`config.mk`:
```
export PLATFORM = sky130hd
export DESIGN_NAME = column_scanner
export DESIGN_NICKNAME = d
export VERILOG_FILES = /design/src/rtl/column_scanner.sv
export SDC_FILE = /design/constraint.sdc
export NUM_CORES = 1
export LEC_CHECK = 0
export ABC_AREA = 1
export CAP_MARGIN = 5
export CORE_MARGIN = 2
export CORE_UTILIZATION = 52
export DETAILED_ROUTE_END_ITERATION = 8
export GPL_TIMING_DRIVEN = 0
export PLACE_DENSITY = 0.83
export SKIP_CTS_REPAIR_TIMING = 1
export SYNTH_ARGS = -nofsm -noshare
export SYNTH_HDL_FRONTEND = slang
export SYNTH_SLANG_ARGS = --single-unit
export TNS_END_PERCENT = 20
```
`constraint.sdc`:
```
create_clock -name inClk -period 2.7 [get_ports inClk]
set_input_delay 0.405 -clock inClk [delete_from_list [all_inputs] [get_ports inClk]]
set_output_delay 0.405 -clock inClk [all_outputs]
set_load 0.02 [all_outputs]
```
`src/rtl/column_scanner.sv`:
```
// Serialises one packed column word into per-cell beats with valid/ready handshaking.
// Optional build macro: COLUMN_SCANNER_SKIP_EMPTY_EN (skip zero-valued cells).
module column_scanner #(
    parameter int CELLS  = 4,
    parameter int CELL_W = 3,
    localparam int SEL_W = (CELLS > 1) ? $clog2(CELLS) : 1,
    localparam int WORD_W = CELLS * CELL_W
) (
    input  logic              inClk,
    input  logic              inRst,
    input  logic              inStart,
    input  logic [WORD_W-1:0] inRead,
    input  logic              inReady,
    output logic              outValid,
    output logic [CELL_W-1:0] outCol,
    output logic [SEL_W-1:0]  outSel,
    output logic              outDone,
    output logic              outBusy,
    output logic              outErr
);

    typedef enum logic [1:0] {
        IDLE = 2'd0,
        SEND = 2'd1,
        DONE = 2'd2
    } state_t;

    state_t              state_q, state_d;
    logic [WORD_W-1:0]   snap_q, snap_d;
    logic [SEL_W-1:0]    idx_q, idx_d;
    logic [CELL_W-1:0]   col_q, col_d;
    logic                valid_q, valid_d;
    logic                done_q, done_d;
    logic                busy_q, busy_d;
    logic                err_q, err_d;

    function automatic logic [CELL_W-1:0] cell_at(input logic [WORD_W-1:0] snap, input int idx);
        return snap[idx*CELL_W +: CELL_W];
    endfunction

`ifdef COLUMN_SCANNER_SKIP_EMPTY_EN
    // Lowest non-zero cell at or above 'from'; MSB flags whether one exists.
    function automatic logic [SEL_W:0] first_nz(input logic [WORD_W-1:0] snap, input int from);
        logic [SEL_W:0] res;
        res = {(SEL_W+1){1'b0}};
        for (int i = CELLS - 1; i >= 0; i--) begin
            res = ((i >= from) && (cell_at(snap, i) != {CELL_W{1'b0}})) ? {1'b1, SEL_W'(i)} : res;
        end
        return res;
    endfunction

    logic [SEL_W:0] nz_s;
`endif

    // Next-state and registered-output computation for the scan FSM.
    always_comb begin
        state_d = state_q;
        snap_d  = snap_q;
        idx_d   = idx_q;
        col_d   = col_q;
        valid_d = valid_q;
        done_d  = 1'b0;
        busy_d  = busy_q;
        err_d   = 1'b0;
`ifdef COLUMN_SCANNER_SKIP_EMPTY_EN
        nz_s    = {(SEL_W+1){1'b0}};
`endif
        case (state_q)
            IDLE: begin
                valid_d = 1'b0;
                busy_d  = 1'b0;
                if (inStart) begin
                    if (inRead == {WORD_W{1'b1}}) begin
                        err_d = 1'b1;
                    end else begin
                        snap_d = inRead;
                        busy_d = 1'b1;
`ifdef COLUMN_SCANNER_SKIP_EMPTY_EN
                        nz_s = first_nz(inRead, 0);
                        if (nz_s[SEL_W]) begin
                            state_d = SEND;
                            valid_d = 1'b1;
                            idx_d   = nz_s[SEL_W-1:0];
                            col_d   = cell_at(inRead, int'(nz_s[SEL_W-1:0]));
                        end else begin
                            state_d = DONE;
                            done_d  = 1'b1;
                            idx_d   = {SEL_W{1'b0}};
                            col_d   = {CELL_W{1'b0}};
                        end
`else
                        state_d = SEND;
                        valid_d = 1'b1;
                        idx_d   = {SEL_W{1'b0}};
                        col_d   = cell_at(inRead, 0);
`endif
                    end
                end else begin
                    err_d = 1'b0;
                end
            end
            SEND: begin
                if (valid_q && inReady) begin
`ifdef COLUMN_SCANNER_SKIP_EMPTY_EN
                    nz_s = first_nz(snap_q, int'(idx_q) + 1);
                    if (nz_s[SEL_W]) begin
                        idx_d = nz_s[SEL_W-1:0];
                        col_d = cell_at(snap_q, int'(nz_s[SEL_W-1:0]));
                    end else begin
                        state_d = DONE;
                        valid_d = 1'b0;
                        done_d  = 1'b1;
                        idx_d   = {SEL_W{1'b0}};
                        col_d   = {CELL_W{1'b0}};
                    end
`else
                    if (idx_q == SEL_W'(CELLS - 1)) begin
                        state_d = DONE;
                        valid_d = 1'b0;
                        done_d  = 1'b1;
                        idx_d   = {SEL_W{1'b0}};
                        col_d   = {CELL_W{1'b0}};
                    end else begin
                        idx_d = idx_q + {{(SEL_W-1){1'b0}}, 1'b1};
                        col_d = cell_at(snap_q, int'(idx_q) + 1);
                    end
`endif
                end else begin
                    state_d = SEND;
                end
            end
            DONE: begin
                state_d = IDLE;
                busy_d  = 1'b0;
                valid_d = 1'b0;
            end
            default: begin
                state_d = IDLE;
                snap_d  = {WORD_W{1'b0}};
                idx_d   = {SEL_W{1'b0}};
                col_d   = {CELL_W{1'b0}};
                valid_d = 1'b0;
                busy_d  = 1'b0;
            end
        endcase
    end

    // State and output registers with synchronous reset.
    always_ff @(posedge inClk) begin
        if (inRst) begin
            state_q <= IDLE;
            snap_q  <= {WORD_W{1'b0}};
            idx_q   <= {SEL_W{1'b0}};
            col_q   <= {CELL_W{1'b0}};
            valid_q <= 1'b0;
            done_q  <= 1'b0;
            busy_q  <= 1'b0;
            err_q   <= 1'b0;
        end else begin
            state_q <= state_d;
            snap_q  <= snap_d;
            idx_q   <= idx_d;
            col_q   <= col_d;
            valid_q <= valid_d;
            done_q  <= done_d;
            busy_q  <= busy_d;
            err_q   <= err_d;
        end
    end

    assign outValid = valid_q;
    assign outCol   = col_q;
    assign outSel   = idx_q;
    assign outDone  = done_q;
    assign outBusy  = busy_q;
    assign outErr   = err_q;

endmodule

```
== Word-level counts from Yosys, hierarchy flattened ==
Cells that the tools add are included.
Storage, ports and cells
  register bits after elaboration: 23
  latch bits: 0
  memory bits (writable): 0
  memory bits (read-only): 0
  bits of input ports: 16
  logic and storage cells: 62
  memories kept: 0
Cells by class
  $add $sub $neg: 2
  multiply operators: 1
  divide/modulo/power cells: 0
  $lt $le $gt $ge: 0
  equal/unequal tests: 9
  shift operators: 1
  multiplexer cells: 26
  bitwise operators: 6
  reduce and logical (&&, ||, !) cells: 9
Operators with widths (count)
  $mux 12: 2
  $pmux 12 s2: 1
  $mux 2: 8
  $eq 12x12->1 const B: 1
  $mux 3: 4
  $shiftx 12x6->3: 1
  $pmux 3 s3: 1
  $ne 2x2->1 const B: 4
  $mux 1: 6
  $not 1->1: 6
  $pmux 2 s3: 1
  $reduce_and 3->1: 2
  $reduce_or 3->1: 2
  $mul 3x2->5 const B: 1
  $eq 2x2->1 const B: 2
  $pmux 1 s2: 2
  $pmux 2 s2: 1
  $reduce_and 4->1: 1
  $add 2x1->3 const B: 1
  $ne 3x3->1 const B: 1
  $add 2x1->2 const B: 1
  $eq 2x1->1 const B: 1
  $logic_not 2->1: 1
  $reduce_and 2->1: 1
  other kinds (2): 2

== Depth between registers and ports, before layout ==
Gate-level depths: netlist of run 1.
  word-level depth: 6
  gate-level depth with buffers: 8

== Least setup slack after synthesis of run 1 ==
OpenSTA, ideal clock, no wires.
  kind: flip-flop to flip-flop
  start: register state_q[1]
  end: register snap_q[10]
  library setup time: 0.070 ns
  arrival time: 1.179 ns
  slack: 1.450 ns
  cell stages (with the launch flop): 7
  buffers on the path: 0
  clock period less this slack: 1.250 ns
  path through: dfxtp_1 -> inv_1 -> ha_1 -> clkinv_1 -> nand3_4 -> nand2_1 -> a21oi_1
Between the ends
  word-level cells in the longest chain between the ends: 4
Ends and longest elaborated chain
  start, declared: RTL line 28  | state_t state_q, state_d;
  start signal, assigned: RTL line 160  | state_q <= state_d;
  $eq 2x1->1 / $eq 2x2->1 (equally long branches): RTL line 68  | case (state_q)
  $reduce_or 2->1 (no source line)
  $not 1->1 (no source line)
  $reduce_and 3->1 (no source line)
  end signal, assigned: RTL line 152  | snap_q <= {WORD_W{1'b0}};
  end signal, assigned: RTL line 161  | snap_q <= snap_d;
  end, declared: RTL line 29  | logic [WORD_W-1:0] snap_q, snap_d;
Several ways; a longest one is shown, not always the timed one.
A chain may end at the register's enable or synchronous reset.

== Worst setup path after layout of run 1 ==
  start: register idx_q[0] (netlist: outSel[0])
  end: output port outSel[0]
RTL lines
  start, declared: RTL line 30  | logic [SEL_W-1:0] idx_q, idx_d;
  start signal, assigned: RTL line 153  | idx_q <= {SEL_W{1'b0}};
  start signal, assigned: RTL line 162  | idx_q <= idx_d;
  end, declared: RTL line 16  | output logic [SEL_W-1:0] outSel,
No word-level cell between the ends.

==> results of run 1 <==
## cell usage after synthesis
cell / instances
inv_2: 2
nand2_2: 2
o21ai_0: 8
nand3_1: 6
clkinv_1: 3
nand2_1: 46
nand4_1: 11
ha_1: 4
nand4_4: 1
inv_1: 12
clkbuf_1: 1
nor3_1: 2
nor2_2: 4
nor2_1: 15
a21oi_2: 1
nand3_2: 1
dfxtp_1: 20
or2_2: 1
a21oi_1: 14
nand3_4: 2
## worst min-delay path, cell delays in order (launching register included)
cell,delay (ns)
dfxtp_1,0.32
nand2_1,0.06
a21oi_1,0.05
## through the flow
step	power [mW]	instance area, um^2	util [%]
floorplan	0.489	1080	-
global placement	0.568	1360	69.3
detailed placement	0.574	1360	69.3
CTS	0.706	1380	70.4
global route	0.751	1380	70.4
finish	0.703	1380	70.4
## state kept, by name, indices dropped and copies added, names as in the netlist
name and cells:
outCol 3, state_q 2, outSel 2, outValid 1
outBusy 1, outDone 1, outErr 1, snap_q 9
## worst paths after layout
kind              slack, ns                    start                     end
setup / recovery       0.90   outSel[0]$_SDFFE_PP0P_               outSel[0]
hold / removal         0.46   snap_q[4]$_SDFFE_PP0P_  snap_q[4]$_SDFFE_PP0P_
setup reg to reg       1.22  state_q[1]$_SDFFE_PP0P_  snap_q[8]$_SDFFE_PP0P_
hold reg to reg        0.46   snap_q[4]$_SDFFE_PP0P_  snap_q[4]$_SDFFE_PP0P_
## final cells by class
type,count,area (um^2),share of cell area (%)
Clock buffer,3,22.5,1.63
Tap cell,27,33.8,2.45
Multi-Input combinational cell,118,617,44.7
Buffer,1,3.75,0.272
Inverter,17,63.8,4.62
Sequential cell,20,400,29.0
Timing Repair Buffer,24,240,17.4
## routing by layer
metal	GRT usage [%]	share of wire [%]	vias up
li1	-	-	569
met1	25.0	45	487
met2	35.6	48	52
met3	2.73	6.6	4
met4	7.87	1.2	0
met5	0	0	-
## power groups by stage
stage                     sequential (mW)  combinational, mW  clock (mW)
final                               0.339              0.230       0.135
after global routing                0.343              0.253       0.155
after CTS                           0.339              0.229       0.137
after detailed placement            0.346              0.228           0
after global placement              0.344              0.224           0
after floorplan                     0.359              0.129           0
## cell families (layout without fill, tap and decap cells)
kind of cell,Yosys count,after routing
compound gates,23,23
fa+ha+maj,4,4
buf+inv,18,45
flops,20,20
simple gates,91,91
==> results.sh, run 1 <==
export IMPL_finalMaxSlewViolations=0
export IMPL_finalCritPeriodShare_pct=66.6
export IMPL_drtIter0Drc=58
export IMPL_peakVddDrop_v=0.000302
export IMPL_clkTransAtPathRegs_ns=0.10
export IMPL_cts_tree="done"
export IMPL_critPathBufInv=1
export IMPL_netlist_instances=156
export IMPL_fillers=174
export IMPL_fin_tns_setup_ns=0
export IMPL_dieWidth_um=49.7
export IMPL_cts_sinks=20
export IMPL_synth_xor_area_share_pct=0
export IMPL_whs_ns=0.463
export IMPL_setup_viol=0
export IMPL_ant_nets=0
export IMPL_cp_end_kind="output port"
export IMPL_final_cells=210
export IMPL_drt_wl_total_mm=2.45
export IMPL_htreeDepth=1
export IMPL_synth_mux_area_fraction_pct=0
export IMPL_syn2layout_area_growth_pct=27.3
export IMPL_p_sw_share_pct=33.3
export IMPL_cp_top_family="buffers and inverters"
export IMPL_hold_violations=0
export IMPL_worst_slew_pin_slew_ns=0.432
export IMPL_cp_start_kind="flip-flop"
export IMPL_syn_num_nets=176
export IMPL_grt_pass1_wl_mm=3.94
export IMPL_drive_gt1_share_pct=9.29
export IMPL_slowest_delay_ns=0.65
export IMPL_status="finished clean"
export IMPL_ys_ff_latch=20
export IMPL_power_switching_uw=234
export IMPL_fp_row_count=16
export IMPL_crit_fanout=6
export IMPL_cts_root_buffer_cell="clkbuf_4"
export IMPL_clockBufferDepth=2
export IMPL_grt_max_degree=11
export IMPL_hold_depth=2
export IMPL_track_usage_pct=20.3
export IMPL_yosys_area_share_simple_pct=41.3
export IMPL_rsz0062_at_grt="no"
export IMPL_mostFrequentLayoutCell="nand2_1"
export IMPL_crit_arrival_ns=1.39
export IMPL_yosysUniqueCellTypes=20
export IMPL_cp_depth=1
export IMPL_p_per_area_nw_per_um2=509
export IMPL_avgSynthCellArea_um2=6.95
export IMPL_io_pins=25
export IMPL_slew_headroom_pct=71.2
export IMPL_dieHeight_um=49.7
export IMPL_grt_pass1_vias=976
export IMPL_clock_latency_ns=0.29
export IMPL_path_class="flip-flop to output port"
export IMPL_cts_buffers=3
export IMPL_yosysWarnings=0
export IMPL_synth_top_family_by_area="simple AND/OR/NAND/NOR gates"
export IMPL_slowest_stage="clkdlybuf4s50_1"
export IMPL_p_int_uw=469
export IMPL_synth_top_cell_area_share_pct=36.9
export IMPL_synthTopCellsByArea="dfxtp_1 (37%), nand2_1 (16%), a21oi_1 (6.5%)"
export IMPL_layout_nets=205
export IMPL_period_needed_ns=1.80
export IMPL_routed_via_density=5.30
export IMPL_dieArea_um2=2470
export IMPL_place_gp_congestion=0.829
export IMPL_critPathRequiredTime_ns=2.30
export IMPL_p_clk_share_pct=19.2
export IMPL_firstDrtPassIters=4
export IMPL_coreArea_um2=1960
export IMPL_hpwl_mm=1.92
export IMPL_skew_ns=0.00644
export IMPL_gr_total_overflow=0
export IMPL_routedWlPerCell_um=11.7
export IMPL_p_seq_share_pct=48.2
export IMPL_final_setup_worst_slack_ns=0.901
export IMPL_antenna_cells=0
export IMPL_power_leakage_nw=0.579
export IMPL_vias=1112
export IMPL_synth_adder_area_share_pct=4.61
export IMPL_synth_seq_area_share_pct=36.9
export IMPL_portBuffers=24
export IMPL_synth_area_leader_cell="dfxtp_1"
export IMPL_synth_compound_area_share_pct=11.0
export IMPL_fmax_ghz=0.556
export IMPL_max_cap_viol_count=0
export IMPL_reg2reg_depth=6
export IMPL_antenna_found_initial=0
export IMPL_synth_area_um2=1080
export IMPL_post_place_cells=207
export IMPL_dp_worst_setup_slack_ns=0.937
export IMPL_hold_class="flip-flop to flip-flop"
export IMPL_floorplan_initialDensity_pct=55.3
export IMPL_comb_power_share_pct=32.7
export IMPL_drcViolationCount=0
export IMPL_final_cell_mix="nand2_1 (46), clkdlybuf4s50_1 (24), dfxtp_1 (20), nor2_1 (15), a21oi_1 (14)"
export IMPL_path_cells="clkdlybuf4s50_1"
(Power assumes the default switching activity.)
==> run 2, diff against run 1 <==
Settings changed: CORE_UTILIZATION 52 to 48, PLACE_DENSITY 0.83 to 0.77.
Clock period 2.7 ns to 1.9 ns, I/O delays scaled along.
==> run 2 against run 1 <==
Effect of this change:
- sequential share of layout area hardly changed
- final area is essentially flat
- sequential power up 42%
- first-iteration DRC count down 60%
- die area increased by 7.6%
- non-clock buffer count did not move
- cell count rose by 0.48%
- highest routed layer unchanged
==> results.sh, run 2 (same netlist as run 1, synthesis figures left out) <==
export IMPL_status="finished clean"
export IMPL_antenna_found_initial=0
export IMPL_startpoint="outSel[1]$_SDFFE_PP0P_"
export IMPL_hold_class="flip-flop to flip-flop"
export IMPL_crit_arrival_ns=1.39
export IMPL_crit_fanout=6
export IMPL_io_pins=25
export IMPL_met2_usage_pct=37.2
export IMPL_dieWidth_um=51.5
export IMPL_cts_tree="done"
export IMPL_power_leakage_nw=0.579
export IMPL_htreeDepth=1
export IMPL_reg2reg_depth=6
export IMPL_finalMaxSlewViolations=0
export IMPL_grt_max_degree=11
export IMPL_slew_headroom_pct=72.9
export IMPL_fmax_ghz=0.597
export IMPL_routedWlPerCell_um=11.7
export IMPL_setup_viol=0
export IMPL_regToRegSetupSlack_ns=0.41
export IMPL_hold_violations=0
export IMPL_whs_ns=0.475
export IMPL_critPathRequiredTime_ns=1.62
export IMPL_power_mw=1.00
export IMPL_skew_ns=0.0150
export IMPL_hpwl_mm=1.98
export IMPL_path_class="flip-flop to output port"
export IMPL_fp_row_count=17
export IMPL_drtIter0Drc=23
export IMPL_floorplan_initialDensity_pct=50.0
export IMPL_top_register="snap_q"
export IMPL_dieHeight_um=51.5
export IMPL_grt_pass1_vias=1044
export IMPL_p_per_area_nw_per_um2=725
export IMPL_drcViolationCount=0
export IMPL_dieArea_um2=2660
export IMPL_final_cell_mix="nand2_1 (46), clkdlybuf4s50_1 (24), dfxtp_1 (20), nor2_1 (15), a21oi_1 (14)"
export IMPL_worst_slew_pin_slew_ns=0.406
export IMPL_largest_reg_flops=9
export IMPL_grt_use_met1_pct=26.4
export IMPL_r2r_start="state_q[1]$_SDFFE_PP0P_"
export IMPL_ant_nets=0
export IMPL_fin_util_pct=63.7
export IMPL_mostFrequentLayoutCell="nand2_1"
export IMPL_track_usage_pct=21.5
export IMPL_use_met3_pct=3.74
export IMPL_hold_depth=2
export IMPL_slowest_delay_ns=0.65
export IMPL_clkTransAtPathRegs_ns=0.10
export IMPL_cp_end_kind="output port"
export IMPL_peakVddDrop_v=0.000366
export IMPL_antenna_cells=0
export IMPL_hold_path_end="snap_q[3]$_SDFFE_PP0P_"
export IMPL_firstDrtPassIters=4
export IMPL_portBuffers=24
export IMPL_cts_buffers=3
export IMPL_cp_depth=1
export IMPL_dp_worst_setup_slack_ns=0.261
export IMPL_clockBufferDepth=2
export IMPL_post_place_cells=208
export IMPL_path_cells="clkdlybuf4s50_1"
export IMPL_grt_busiest_layer="met2"
export IMPL_cts_sinks=20
export IMPL_worstReg2RegEnd="snap_q[11]$_SDFFE_PP0P_"
export IMPL_fin_tns_setup_ns=0
export IMPL_cts_root_buffer_cell="clkbuf_4"
export IMPL_placed_area_um2=1360
export IMPL_gr_total_overflow=0
export IMPL_final_setup_worst_slack_ns=0.224
export IMPL_finalCritPeriodShare_pct=88.2
export IMPL_cp_start_kind="flip-flop"
export IMPL_rsz0062_at_grt="no"
export IMPL_critPathBufInv=1
export IMPL_grt_pass1_wl_mm=4.33
export IMPL_drt_wl_total_mm=2.47
export IMPL_place_gp_congestion=0.873
export IMPL_max_cap_viol_count=0
export IMPL_drive_gt1_share_pct=9.29
export IMPL_period_needed_ns=1.68
export IMPL_slowest_stage="clkdlybuf4s50_1"
export IMPL_min_delay_start="snap_q[3]$_SDFFE_PP0P_"
export IMPL_final_cell_area_um2=1380
export IMPL_syn2layout_area_growth_pct=27.5
export IMPL_cp_top_family="buffers and inverters"
export IMPL_coreArea_um2=2170
export IMPL_final_cells=211
export IMPL_vias=1088
export IMPL_routed_via_density=5.16
export IMPL_layout_nets=205
export IMPL_clock_latency_ns=0.30
-- run 2: cell counts in the layout (fill, tap and decap cells not counted) --
No cell type changed its count.
-- run 2: final cells by class --
cell class	instances	area, um^2
plain buffers	1	3.75
well taps	28	35.0
repair buffers	24	240
inverters	17	63.8
fillers	210	787
flip-flops and latches	20	400
multi-input cells	118	617
clock buffers	3	22.5
-- run 2: worst reg2reg max path: cells and delay by family (launching register included) --
kind	cells	cell delay, ns
DFF	1	0.37
buffers and inverters	2	0.32
AOI/OAI and AO/OA	1	0.13
adders and majority gates	1	0.27
and+or+nand+nor	2	0.30
-- run 2: worst max path at each step --
stage / slack (ns) / end
after floorplan: 0.65 / snap_q[10]$_SDFFE_PP0P_
after global placement: 0.31 / snap_q[10]$_SDFFE_PP0P_
after detailed placement: 0.26 / snap_q[10]$_SDFFE_PP0P_
after CTS: 0.21 / outSel[1]
after global routing: 0.14 / outSel[0]
final: 0.22 / outSel[1]
-- run 2: where the power goes --
| group | total (mW) | internal, mW | switching [mW] |
|---|---|---|---|
| clock | 0.196 | 0.0738 | 0.122 |
| combinational | 0.326 | 0.137 | 0.189 |
| sequential | 0.481 | 0.456 | 0.0256 |
| total | 1.00 | 0.666 | 0.337 |
-- run 2: metal layers --
layer / part of all wire [%] / wire, um
met5: 0 / 0
met4: 0.36 / 9
met3: 4.1 / 100
met2: 50 / 1220
met1: 46 / 1130
==> run 3, diff against run 2 <==
Settings changed: CORE_ASPECT_RATIO set to 0.75.
==> run 3 against run 2 <==
Effect of this change:
- the flow now finishes with violations (design-rule violations)
- critical path depth stayed put
- flip-flop and latch count is the same
- non-clock buffer count did not move
- sequential share of layout area decreased by 0.51 points
- combinational power grew 2%
- wire length increased by 12%
- final area grew 1.8%
- cell count decreased by 1.4%
==> results.sh, run 3 (same netlist as run 1, synthesis figures left out) <==
export IMPL_status="finished, violations left"
export IMPL_violations="design-rule violations"
export IMPL_grt_pass1_vias=1127
export IMPL_min_delay_start="snap_q[3]$_SDFFE_PP0P_"
export IMPL_whs_ns=0.475
export IMPL_final_cell_mix="nand2_1 (46), clkdlybuf4s50_1 (24), dfxtp_1 (20), nor2_1 (15), a21oi_1 (14)"
export IMPL_final_cells=208
export IMPL_routedWlPerCell_um=13.3
export IMPL_slowest_delay_ns=0.65
export IMPL_period_needed_ns=1.73
export IMPL_finalMaxSlewViolations=0
export IMPL_p_clk_share_pct=30.7
export IMPL_routed_via_density=5.59
export IMPL_clkTransAtPathRegs_ns=0.12
export IMPL_grt_pass1_wl_mm=4.89
export IMPL_p_sw_share_pct=31.7
export IMPL_comb_power_share_pct=28.3
export IMPL_clock_latency_ns=0.31
export IMPL_grt_use_met1_pct=32.3
export IMPL_cp_top_family="buffers and inverters"
export IMPL_r2r_start="state_q[0]$_SDFFE_PP0P_"
export IMPL_max_cap_viol_count=0
export IMPL_dp_worst_setup_slack_ns=0.204
export IMPL_path_class="flip-flop to output port"
export IMPL_hold_violations=0
export IMPL_mostFrequentLayoutCell="nand2_1"
export IMPL_cts_root_buffer_cell="clkbuf_4"
export IMPL_use_met3_pct=5.73
export IMPL_cts_tree="done"
export IMPL_drcViolationCount=1
export IMPL_met2_usage_pct=39.6
export IMPL_p_per_area_nw_per_um2=837
export IMPL_antenna_found_initial=0
export IMPL_floorplan_initialDensity_pct=52.5
export IMPL_slowest_stage="clkdlybuf4s50_1"
export IMPL_crit_fanout=6
export IMPL_crit_arrival_ns=1.44
export IMPL_coreArea_um2=2070
export IMPL_grt_busiest_layer="met2"
export IMPL_vias=1162
export IMPL_cp_end_kind="output port"
export IMPL_firstDrtPassIters=6
export IMPL_hold_class="flip-flop to flip-flop"
export IMPL_power_switching_uw=373
export IMPL_critPathRequiredTime_ns=1.62
export IMPL_fin_util_pct=68.1
export IMPL_place_gp_congestion=0.899
export IMPL_hpwl_mm=2.11
export IMPL_post_place_cells=204
export IMPL_track_usage_pct=24.3
export IMPL_syn2layout_area_growth_pct=29.8
export IMPL_path_cells="clkdlybuf4s50_1"
export IMPL_io_pins=25
export IMPL_layout_nets=205
export IMPL_finalCritPeriodShare_pct=91.0
export IMPL_power_leakage_nw=0.593
export IMPL_worst_slew_pin_slew_ns=0.453
export IMPL_dieArea_um2=2660
export IMPL_fmax_ghz=0.578
export IMPL_drtIter0Drc=53
export IMPL_fin_tns_setup_ns=0
export IMPL_fp_row_count=14
export IMPL_gr_total_overflow=0
export IMPL_largest_reg_flops=9
export IMPL_cp_start_kind="flip-flop"
export IMPL_cts_buffers=3
export IMPL_critPathBufInv=1
export IMPL_dieHeight_um=45.2
export IMPL_htreeDepth=1
export IMPL_setup_viol=0
export IMPL_peakVddDrop_v=0.000610
export IMPL_drt_wl_total_mm=2.77
export IMPL_clockBufferDepth=2
export IMPL_portBuffers=24
export IMPL_dieWidth_um=58.9
export IMPL_grt_max_degree=13
export IMPL_p_int_uw=806
export IMPL_final_setup_worst_slack_ns=0.170
export IMPL_cts_sinks=20
export IMPL_skew_ns=0.00382
export IMPL_top_register="snap_q"
export IMPL_antenna_cells=0
export IMPL_slew_headroom_pct=69.8
export IMPL_startpoint="outSel[1]$_SDFFE_PP0P_"
export IMPL_p_seq_share_pct=41.0
export IMPL_ant_nets=0
export IMPL_rsz0062_at_grt="no"
export IMPL_drive_gt1_share_pct=9.78
## run 3: cell types whose count changed in the layout (fill, tap and decap cells not counted)
| cell | change |
|---|---|
| bufinv_16 | +1 |
## run 3: stage by stage
step           area [um^2]  total power [mW]
2_1_floorplan         1080             0.695
3_3_place_gp          1360             0.812
3_5_place_dp          1360             0.822
4_1_cts               1410              1.18
5_1_grt               1410              1.24
6_report              1410              1.18
## run 3: worst register-to-register path, cell delays in order (launching register included)
cell	delay (ns)
dfxtp_1	0.38
inv_1	0.08
ha_1	0.28
clkinv_1	0.28
nand3_4	0.26
nand2_1	0.08
a21oi_1	0.14
## run 3: power by group through the flow
stage / Combinational [mW] / Clock (mW) / Sequential, mW
floorplan: 0.184 / 0 / 0.511
global placement: 0.323 / 0 / 0.490
detailed placement: 0.329 / 0 / 0.493
CTS: 0.332 / 0.361 / 0.483
global route: 0.371 / 0.377 / 0.488
finish: 0.334 / 0.362 / 0.483
## run 3: per-layer routing
layer / up-vias / share of wire, %
met2: 49 / 46
met4: 0 / 1.0
li1: 568 / -
met3: 4 / 7.1
met1: 541 / 46
met5: - / 0
## run 3: worst paths after layout
check	slack, ns	to	cells after the start
worst max-delay path	0.17	outSel[1]	1
worst min-delay path	0.48	snap_q[3]$_SDFFE_PP0P_	2
worst max register to register	0.33	snap_q[6]$_SDFFE_PP0P_	6
worst min register to register	0.48	snap_q[3]$_SDFFE_PP0P_	2
## run 3: layout make-up
class | instances | area (um^2)
fillers | 187 | 659
multi-input cells | 118 | 617
flip-flops and latches | 20 | 400
repair buffers | 24 | 240
inverters | 17 | 63.8
clock inverters | 1 | 30.0
well taps | 24 | 30.0
clock buffers | 3 | 22.5
plain buffers | 1 | 3.75
